File: config.mk
export PLATFORM = sky130hd
export DESIGN_NAME = seq_divider
export DESIGN_NICKNAME = d
export VERILOG_FILES = /design/src/rtl/seq_divider.sv
export SDC_FILE = /design/constraint.sdc
export NUM_CORES = 1
export LEC_CHECK = 0
export CORE_AREA = 2 2 173 175
export CTS_CLUSTER_SIZE = 12
export DETAILED_ROUTE_END_ITERATION = 8
export DIE_AREA = 0 0 175 177
export DONT_BUFFER_PORTS = 1
export PLACE_DENSITY = 0.63
export SETUP_SLACK_MARGIN = 0.05
export SLEW_MARGIN = 40
export SYNTH_ARGS = -nofsm -noshare
export SYNTH_HDL_FRONTEND = slang
export SYNTH_SLANG_ARGS = --single-unit
export TNS_END_PERCENT = 100
File: constraint.sdc
create_clock -name CLK -period 8.7 [get_ports CLK]
set_input_delay 2.175 -clock CLK [delete_from_list [all_inputs] [get_ports CLK]]
set_output_delay 2.175 -clock CLK [all_outputs]
set_load 0.05 [all_outputs]
File: src/rtl/seq_divider.sv
// Radix-2 restoring divider for RV32M DIV/DIVU/REM/REMU; 33-cycle latency, Start ignored while busy.
// SEQ_DIVIDER_EARLY_OUT_EN: divide-by-zero and signed overflow skip CALC for a 1-cycle latency.
module seq_divider #(
  parameter int WIDTH = 32
) (
  input  logic             CLK,
  input  logic             RST_N,
  input  logic             Start,
  input  logic             Signed,
  input  logic [WIDTH-1:0] Dividend,
  input  logic [WIDTH-1:0] Divisor,
  output logic [WIDTH-1:0] Quotient,
  output logic [WIDTH-1:0] Remainder,
  output logic             busy,
  output logic             done
);

  typedef enum logic [1:0] {
    IDLE = 2'd0,
    CALC = 2'd1,
    FIX  = 2'd2
  } divState;

  localparam logic [5:0]       LAST_ITER = 6'(WIDTH - 1);
  localparam logic [WIDTH-1:0] MIN_NEG   = {1'b1, {(WIDTH-1){1'b0}}};

  divState          state;
  divState          nextState;
  logic [5:0]       iterCnt;
  logic [WIDTH:0]   remReg;
  logic [WIDTH-1:0] quoReg;
  logic [WIDTH-1:0] divsReg;
  logic [WIDTH-1:0] dividendOrig;
  logic             qNeg;
  logic             rNeg;
  logic             divZero;
  logic             overflow;

  // Operand conditioning on the acceptance edge
  logic             accept;
  logic             dividendNeg;
  logic             divisorNeg;
  logic [WIDTH-1:0] absDividend;
  logic [WIDTH-1:0] absDivisor;
  logic             divZeroIn;
  logic             overflowIn;

  assign accept      = (state == IDLE) && Start;
  assign dividendNeg = Signed && Dividend[WIDTH-1];
  assign divisorNeg  = Signed && Divisor[WIDTH-1];
  assign absDividend = dividendNeg ? -Dividend : Dividend;
  assign absDivisor  = divisorNeg ? -Divisor : Divisor;
  assign divZeroIn   = (Divisor == '0);
  assign overflowIn  = Signed && (Dividend == MIN_NEG) && (&Divisor);

  // One restoring step: the borrow out of the WIDTH+1-bit trial decides the quotient bit
  logic [WIDTH:0]   shiftedRem;
  logic [WIDTH:0]   trialRem;
  logic             trialOk;
  logic [WIDTH:0]   stepRem;
  logic [WIDTH-1:0] stepQuo;

  assign shiftedRem = {remReg[WIDTH-1:0], quoReg[WIDTH-1]};
  assign trialRem   = shiftedRem - {1'b0, divsReg};
  assign trialOk    = ~trialRem[WIDTH];
  assign stepRem    = trialOk ? trialRem : shiftedRem;
  assign stepQuo    = {quoReg[WIDTH-2:0], trialOk};

  // Final result selection, including the RISC-V special-case overrides
  logic [WIDTH-1:0] fixQuo;
  logic [WIDTH-1:0] fixRem;

  always_comb begin
    fixQuo = qNeg ? -quoReg : quoReg;
    fixRem = rNeg ? -remReg[WIDTH-1:0] : remReg[WIDTH-1:0];
    if (divZero) begin
      fixQuo = '1;
      fixRem = dividendOrig;
    end else if (overflow) begin
      fixQuo = MIN_NEG;
      fixRem = '0;
    end
  end

  always_ff @(posedge CLK or negedge RST_N) begin
    if (!RST_N) begin
      state <= IDLE;
    end else begin
      state <= nextState;
    end
  end

  always_comb begin
    nextState = state;
    busy      = 1'b0;
    case (state)
      IDLE: begin
        if (Start) begin
`ifdef SEQ_DIVIDER_EARLY_OUT_EN
          nextState = (divZeroIn || overflowIn) ? FIX : CALC;
`else
          nextState = CALC;
`endif
        end
      end
      CALC: begin
        busy = 1'b1;
        if (iterCnt == LAST_ITER) begin
          nextState = FIX;
        end
      end
      FIX: begin
        busy      = 1'b1;
        nextState = IDLE;
      end
      default: begin
        nextState = IDLE;
      end
    endcase
  end

  always_ff @(posedge CLK or negedge RST_N) begin
    if (!RST_N) begin
      iterCnt      <= '0;
      remReg       <= '0;
      quoReg       <= '0;
      divsReg      <= '0;
      dividendOrig <= '0;
      qNeg         <= 1'b0;
      rNeg         <= 1'b0;
      divZero      <= 1'b0;
      overflow     <= 1'b0;
      Quotient     <= '0;
      Remainder    <= '0;
      done         <= 1'b0;
    end else begin
      done <= (state == FIX);
      case (state)
        IDLE: begin
          if (accept) begin
            iterCnt      <= '0;
            remReg       <= '0;
            quoReg       <= absDividend;
            divsReg      <= absDivisor;
            dividendOrig <= Dividend;
            qNeg         <= dividendNeg ^ divisorNeg;
            rNeg         <= dividendNeg;
            divZero      <= divZeroIn;
            overflow     <= overflowIn;
          end
        end
        CALC: begin
          remReg  <= stepRem;
          quoReg  <= stepQuo;
          iterCnt <= (iterCnt == LAST_ITER) ? 6'd0 : iterCnt + 6'd1;
        end
        FIX: begin
          Quotient  <= fixQuo;
          Remainder <= fixRem;
        end
        default: begin
          iterCnt <= '0;
        end
      endcase
    end
  end

endmodule

## Yosys cells after proc, flatten, opt, wreduce, memory -nomap -nowiden

Index checks and enable logic that the tools add are counted.

| word-level totals | value |
|---|---|
| flip-flop bits (word level) | 205 |
| bits of input ports | 68 |
| output and inout port bits | 66 |
| word-level logic and storage cells | 63 |

| operators by class | value |
|---|---|
| add/sub/neg operators | 6 |
| equal/unequal tests | 7 |
| mux-type cells | 20 |
| bitwise operators | 3 |
| reductions and logical operators | 14 |

Operator list:

| cell | number |
|---|---|
| 32-bit 2-to-1 mux | 11 |
| 32-bit negation | 4 |
| 32-bit one-hot mux with 2 select lines | 2 |
| 33-bit by 32-bit subtractor with 33-bit output | 1 |
| 32-bit == test (second input constant) | 1 |
| 32-bit logical NOT | 1 |
| 32-bit AND reduction | 1 |
| 6-bit one-hot mux with 3 select lines | 1 |
| 6-bit 2-to-1 mux | 2 |
| 2-bit AND reduction | 4 |
| 6-bit by 1-bit adder with 6-bit output (second input constant) | 1 |
| 6-bit by 5-bit == test with 1-bit output (second input constant) | 1 |
| 2-bit inequality test (second input constant) | 3 |
| 1-bit logical AND | 5 |
| 2-bit 2-to-1 mux | 2 |
| 2-bit one-hot mux with 2 select lines | 1 |
| 2-bit by 1-bit == test with 1-bit output (second input constant) | 1 |
| 2-bit == test (second input constant) | 1 |
| 2-bit logical NOT | 1 |
| 1-bit inverter | 2 |
| 2-bit nonzero test | 1 |
| 2-bit OR reduction | 1 |
| 1-bit 2-to-1 mux | 1 |
| 1-bit bitwise XOR | 1 |

## Longest topological paths before layout

Gate-level depths: netlist of run 1.

| depth | value |
|---|---|
| depth in word-level cells | 4 |
| mapped depth | 13 |
| depth with buffers taken out | 12 |

## Worst setup path after synthesis of run 1

Ideal clock, no wire load.

| path | value |
|---|---|
| path type | input to register |
| from | in Divisor[0] |
| to | reg divsReg[30] |
| setup time | 0.134 ns |
| data arrival time | 4.126 ns |
| required time | 8.566 ns |
| slack | 4.439 ns |
| stages | 11 |
| path buffers | 0 |
| cell sequence | inv_1 ha_1 nor3b_1 and3_1 and2_1 nand3_1 nor4_1 nand2_1 o41ai_1 xor2_1 o21ai_0 |

| between the ends | value |
|---|---|
| word-level cells in the longest chain between the ends | 2 |

Ends and longest elaborated chain:

| what | line | source |
|---|---|---|
| start: declaration | 11 | `input logic [WIDTH-1:0] Divisor,` |
| 32-bit negation | 52 | `assign absDivisor = divisorNeg ? -Divisor : Divisor;` |
| 32-bit 2-to-1 mux | 52 |  |
| end signal: assignment | 144 | `divsReg <= absDivisor;` |
| end: declaration | 32 | `logic [WIDTH-1:0] divsReg;` |

Every way passes these cells.
A chain may end at the register's enable or synchronous reset.

## Worst setup path after layout of run 1

Ends and elaborated chain as after synthesis.

==> summary.txt, run 1 <==
cell taking the most area after synthesis = dfrtp_1
Max Slew Vio Count = 0
die area = 31,000 um2
Post-CTS Hold Buffers = 0
most common cell after layout, fill and taps aside = dfrtp_1
pwr/cell area = 401 nW/um2
vias in the first global route = 10,400
worst setup path end = divsReg[30]
most frequent cells in the layout = dfrtp_1 (203), nand2_1 (183), nor2_1 (163), o21ai_0 (152), a21oi_1 (118)
# setup viols final = 0
Hold Crit Class = flop to flop
Final Util = 0.486
placed cells = 1,820
Max Buffers Root-to-Sink = 3
final hold vios = 0
final routed DRC violation total = 0
Port Buf Inserts = 0
Post-Route WL = 34,400 um
outcome = finished, final reports clean
CTS buffer count = 25
Syn. warnings = 0
pin count of the biggest net entering global routing = 206
Starting Density = 0.444
mux contribution to synthesized area = 0.0523
pre-CTS setup slack = 4.00 ns
Post-synth EDFFs = 0
Reg2Reg Setup Slack = 4.82 ns
total global routing overflow = 0
final RePlAce weighted congestion = 0.866
asr flop ratio synth = 1.00
Worst Reg-to-Reg Cells = 11
worst-margin pin slew = 0.759 ns
syn avg cell area = 8.65 um2
syn nets = 1,610
Pwr Total = 5700 uW
Cells after Synth = 1,500
die span in y = 177 um
share of cells above drive strength 1 = 0.0774
DP HPWL = 25,000 um
fin cells = 1,864
drt via density = 5.73
kind of critical path = input port to flop
Max VDD drop = 0.225 mV
setup TNS = 0 ns
Worst Setup SP = Divisor[0]
Syn Std Cell Area = 13,000 um2
Max Freq = 0.237 GHz
wire per inst = 18.5 um
clock-pin slew on the worst setup and hold paths = 0.05 ns
reg2reg end = remReg[25]
Synth Register Bits = 205
Synth cell types = 72
CTS tree = done
Layout area overhead = 9.43%
initial antenna violation count = 1
CP max FO = 4
Clock Skew = 0.0182 ns
Synth top area share = 0.395
post-CTS resize count = 0
complex-gate fraction of the synthesized area = 0.202
CTS sink count = 205
endpoint class of the critical path = flop
CP required = 9.05 ns
buffer count from post-CTS setup fixing = 0
Core Footprint = 29,200 um2
RSZ-0062 raised after global routing = false
GRT Total Usage = 0.221
worst r2r src = remReg[14]
DRT Pass-1 Iters = 6
setup slack after layout = 4.48 ns
Net count, final = 1,567
Slew headroom = 0.494
max_cap viols = 0
Synth Area in Simple Gates = 0.174
post-synthesis adder-cell area fraction = 0.0411
Final min period = 4.22 ns
H-tree depth = 1
Clock Latency Late Sink = 0.53 ns
Fillers = 2,794
register area share after synthesis = 0.395
remaining antenna violation count = 0
Arr. time, crit path = 4.57 ns
Top-Level Pins = 134
crit start category = input port
num rows = 63
clock tree root driver cell = clkbuf_16
xor/xnor share of the synthesized area = 0.0957
largest cells by area after synthesis = dfrtp_1 (40%), o21ai_0 (5.9%), nand2_1 (5.3%)
total via count in the routed design = 10,700
First DRT Iteration DRCs = 848
first-pass GRT wire length = 55,600 um
main combinational cell family by area after synthesis = compound AO/OA/AOI/OAI gates
ys flop type = dfrtp_1
Static Leak = 0.00604 uW
final worst-path cycle share = 0.485
DIE WIDTH = 175 um
routing by layer:
| layer | GRT usage | vias to the layer above | part of all wire | wire length [um] |
|---|---|---|---|---|
| li1 | - | 5222 | - | - |
| met1 | 0.299 | 5150 | 0.45 | 15600 |
| met2 | 0.365 | 272 | 0.46 | 15900 |
| met3 | 0.0449 | 46 | 0.064 | 2210 |
| met4 | 0.0521 | 0 | 0.020 | 677 |
| met5 | 0 | - | 0 | 0 |
synth_stat cells, types with 13 or more instances:
cell and n:
dfrtp_1 205, nand2_1 184, nor2_1 163, o21ai_0 153
a21oi_1 118, xor2_1 74, xnor2_1 66, clkbuf_1 61
inv_1 52, ha_1 41, mux2i_1 34, mux2_2 30
o31ai_1 27, nor3_1 22, a221oi_1 21, nand3_1 19
o22a_1 19, nand4_1 16, nor4_1 14, nand2b_1 13
worst min path at each step:
stage          cells past startpoint         from          end  slack [ns]
2_1_floorplan                      2  divsReg[10]  divsReg[10]        0.45
3_3_place_gp                       2   divsReg[4]   divsReg[4]        0.46
3_5_place_dp                       2  divsReg[24]  divsReg[24]        0.47
4_1_cts                            2   divsReg[6]   divsReg[6]        0.48
5_1_grt                            2  divsReg[22]  divsReg[22]        0.51
6_report                           2   divsReg[6]   divsReg[6]        0.48
where the power goes:
group / leakage, uW / internal [uW] / switching (uW)
registers: 0.00259 / 1290 / 555
logic: 0.00302 / 1200 / 1530
clock network: 0.000435 / 714 / 413
total: 0.00604 / 3200 / 2500
critical path: stages:
cell and delay (ns):
inv_1 0.05, ha_1 0.15, nor3b_1 0.41, and3_1 0.26, and2_1 0.22, nand3_1 0.12
nor4_1 0.37, nand2_1 0.18, o41ai_1 0.35, xor2_1 0.19, o21ai_0 0.09
per-stage QoR:
step | hold WS [ns] | instance area (um2)
CTS | 0.484 | 14200
finish | 0.476 | 14200
global route | 0.506 | 14200
global placement | 0.462 | 13200
detailed placement | 0.470 | 13300
floorplan | 0.450 | 13000
layout make-up:
class / instances / area (um2) / area share
Antenna cell: 1 / 2.50 / 0.000176
Clock buffer: 34 / 709 / 0.0500
Inverter: 52 / 195 / 0.0137
Sequential cell: 205 / 5130 / 0.362
Clock inverter: 9 / 174 / 0.0122
Multi-Input combinational cell: 1164 / 7390 / 0.521
Tap cell: 390 / 488 / 0.0344
Timing Repair Buffer: 9 / 104 / 0.00731
logic make-up after synthesis:
logic type | after synthesis
compound gates | 421
simple gates | 496
mux | 64
flops | 205
xor+xnor | 141
fa+ha+maj | 42
buf+inv | 131
sequential cells by signal (all words and copies together), names as in the netlist:
register      flops
qNeg              1
divsReg          32
Remainder        32
iterCnt           6
rNeg              1
done              1
dividendOrig     32
quoReg           32
divZero           1
remReg           32
state             2
overflow          1
Quotient         32
Note: power is estimated with default switching activity, not from simulation.
==> run 2: changes to the inputs <==
- PLACE_DENSITY: 0.63 -> 0.65
- clock period: 8.7 -> 3.6 ns (I/O delays scaled with it)
==> run 2 against run 1 <==
Compared with the run above:
- via count up 1.6%
- worst setup slack worse by 4.1 ns
- sequential cell count unchanged
- clock skew down 0.0038 ns
- core utilization up 0.29 points
- sequential power up 140%
- combinational power rose to 2.5 times the previous value
- register-to-register slack worse by 4.4 ns
- non-clock buffer count up 25
- critical path depth down 1
==> summary.txt, run 2 (synthesis gave the netlist of run 1 again) <==
Clock Latency Late Sink = 0.52 ns (about the same)
buffer count from post-CTS setup fixing = 0 (unchanged)
Static Leak = 0.00613 uW (+1.4%)
Final Instance Area = 14,300 um2 (+0.60%)
RSZ-0062 raised after global routing = false
worst setup path end = remReg[29]
Worst Setup SP = remReg[3]
CTS buffer count = 24 (-4.0%)
remaining antenna violation count = 0 (unchanged)
Fillers = 2,803 (+0.32%)
share of cells above drive strength 1 = 0.0882 (+0.0108)
Core Footprint = 29,200 um2 (unchanged)
Post-CTS Hold Buffers = 0 (unchanged)
Slew headroom = 0.490 (-0.00433)
Net count, final = 1,591 (+1.5%)
Register Area = 5130 um2 (about the same)
H-tree depth = 1 (unchanged)
GRT Total Usage = 0.220 (-0.000625)
num rows = 63 (unchanged)
final routed DRC violation total = 0 (unchanged)
die area = 31,000 um2 (unchanged)
worst r2r src = remReg[3]
Max Buffers Root-to-Sink = 3 (unchanged)
die span in y = 177 um (unchanged)
Max Slew Vio Count = 0 (unchanged)
kind of critical path = flop to flop
CP required = 3.98 ns (-5.07 ns)
Hold Crit Class = input port to async pin
pin count of the biggest net entering global routing = 206 (unchanged)
outcome = finished, final reports clean
drt via density = 5.76 (+0.40%)
DIE WIDTH = 175 um (unchanged)
Post-Route WL = 34,600 um (+0.58%)
Layout area overhead = 10.1%
Starting Density = 0.444 (unchanged)
First DRT Iteration DRCs = 915 (+7.9%)
CTS tree = done
CP max FO = 6 (+2)
DP HPWL = 25,600 um (+2.6%)
Max VDD drop = 0.399 mV (+77%)
Clock Skew = 0.0145 ns (-0.00377 ns)
wire per inst = 18.4 um (-0.65%)
Max Freq = 0.314 GHz
CTS sink count = 205 (unchanged)
Reg2Reg Setup Slack = 0.41 ns (-4.41 ns)
pwr/cell area = 967 nW/um2 (+140%)
final RePlAce weighted congestion = 0.871 (+0.54%)
total via count in the routed design = 10,900 (+1.6%)
worst-margin pin slew = 0.765 ns (+0.00565 ns)
clock tree root driver cell = clkbuf_16
endpoint class of the critical path = flop
Top-Level Pins = 134 (unchanged)
placement-stage cell area = 13,500 um2 (+1.2%)
final hold vios = 0 (unchanged)
total global routing overflow = 0 (unchanged)
footprint of the multi-input gates = 7370 um2 (-0.25%)
most common cell after layout, fill and taps aside = dfrtp_1
first-pass GRT wire length = 55,200 um (-0.72%)
Port Buf Inserts = 0 (unchanged)
Worst Reg-to-Reg Cells = 10 (-1)
clock-pin slew on the worst setup and hold paths = 0.06 ns (about the same)
setup TNS = 0 ns (unchanged)
Arr. time, crit path = 3.57 ns (-1.00 ns)
most frequent cells in the layout = dfrtp_1 (203), nand2_1 (183), nor2_1 (163), o21ai_0 (152), a21oi_1 (118)
final worst-path cycle share = 0.886
crit start category = flop
max_cap viols = 0 (unchanged)
initial antenna violation count = 0 (-1)
# setup viols final = 0 (unchanged)
Ant. Diodes = 0 (-1)
DRT Pass-1 Iters = 6 (unchanged)
reg2reg end = remReg[29]
Final min period = 3.19 ns
post-CTS resize count = 0 (unchanged)
vias in the first global route = 10,400 (+0.048%)
-- run 2: where the power goes --
group	total (uW)	leakage, uW	internal (uW)	switching, uW
logic	6890	0.00314	3040	3860
clock network	2510	0.000399	1560	953
registers	4410	0.00259	3110	1300
total	13800	0.00613	7700	6110
-- run 2: metrics by stage --
step                      utilization  worst slack [ns]  power [uW]  hold WS [ns]  std cells
after floorplan                     -             0.610        9500         0.450       1500
after global placement          0.460             0.357       11100         0.462       1845
after detailed placement        0.461             0.355       11300         0.471       1845
after CTS                       0.488             0.425       13800        0.0676       1887
after global routing            0.488             0.227       14800        0.0666       1887
final                           0.488             0.410       13800        0.0790       1887
-- run 2: worst max-delay path, stage by stage, from the launching register on --
cell and delay, ns:
dfrtp_1 0.46, ha_1 0.41, a21oi_1 0.24, nand2_1 0.08, o2111ai_1 0.31, a21o_1 0.22
a31oi_1 0.14, a221oi_1 0.56, mux2i_1 0.17, a221oi_1 0.34, o21ai_0 0.13
-- run 2: worst min path at each step --
stage,start,end,depth (start not counted)
2_1_floorplan,divsReg[10],divsReg[10],2
3_3_place_gp,divsReg[18],divsReg[18],2
3_5_place_dp,divsReg[24],divsReg[24],2
4_1_cts,RST_N,dividendOrig[10],0
5_1_grt,RST_N,dividendOrig[17],0
6_report,RST_N,dividendOrig[10],0
-- run 2: layout make-up --
class,count,share of cell area
sequential,205,0.359
timing repair buffer,34,0.0199
inverter,52,0.0137
multi-input combinational,1164,0.516
tap,390,0.0342
clock inverter,6,0.00736
clock buffer,36,0.0495
-- run 2: routing by layer --
layer  vias up  routed length [um]  GRT usage
met2       353               16000      0.360
met3        55                2210     0.0365
met1      5196               15700      0.307
met4         0                 718     0.0510
met5         -                   0          0
li1       5261                   -          -
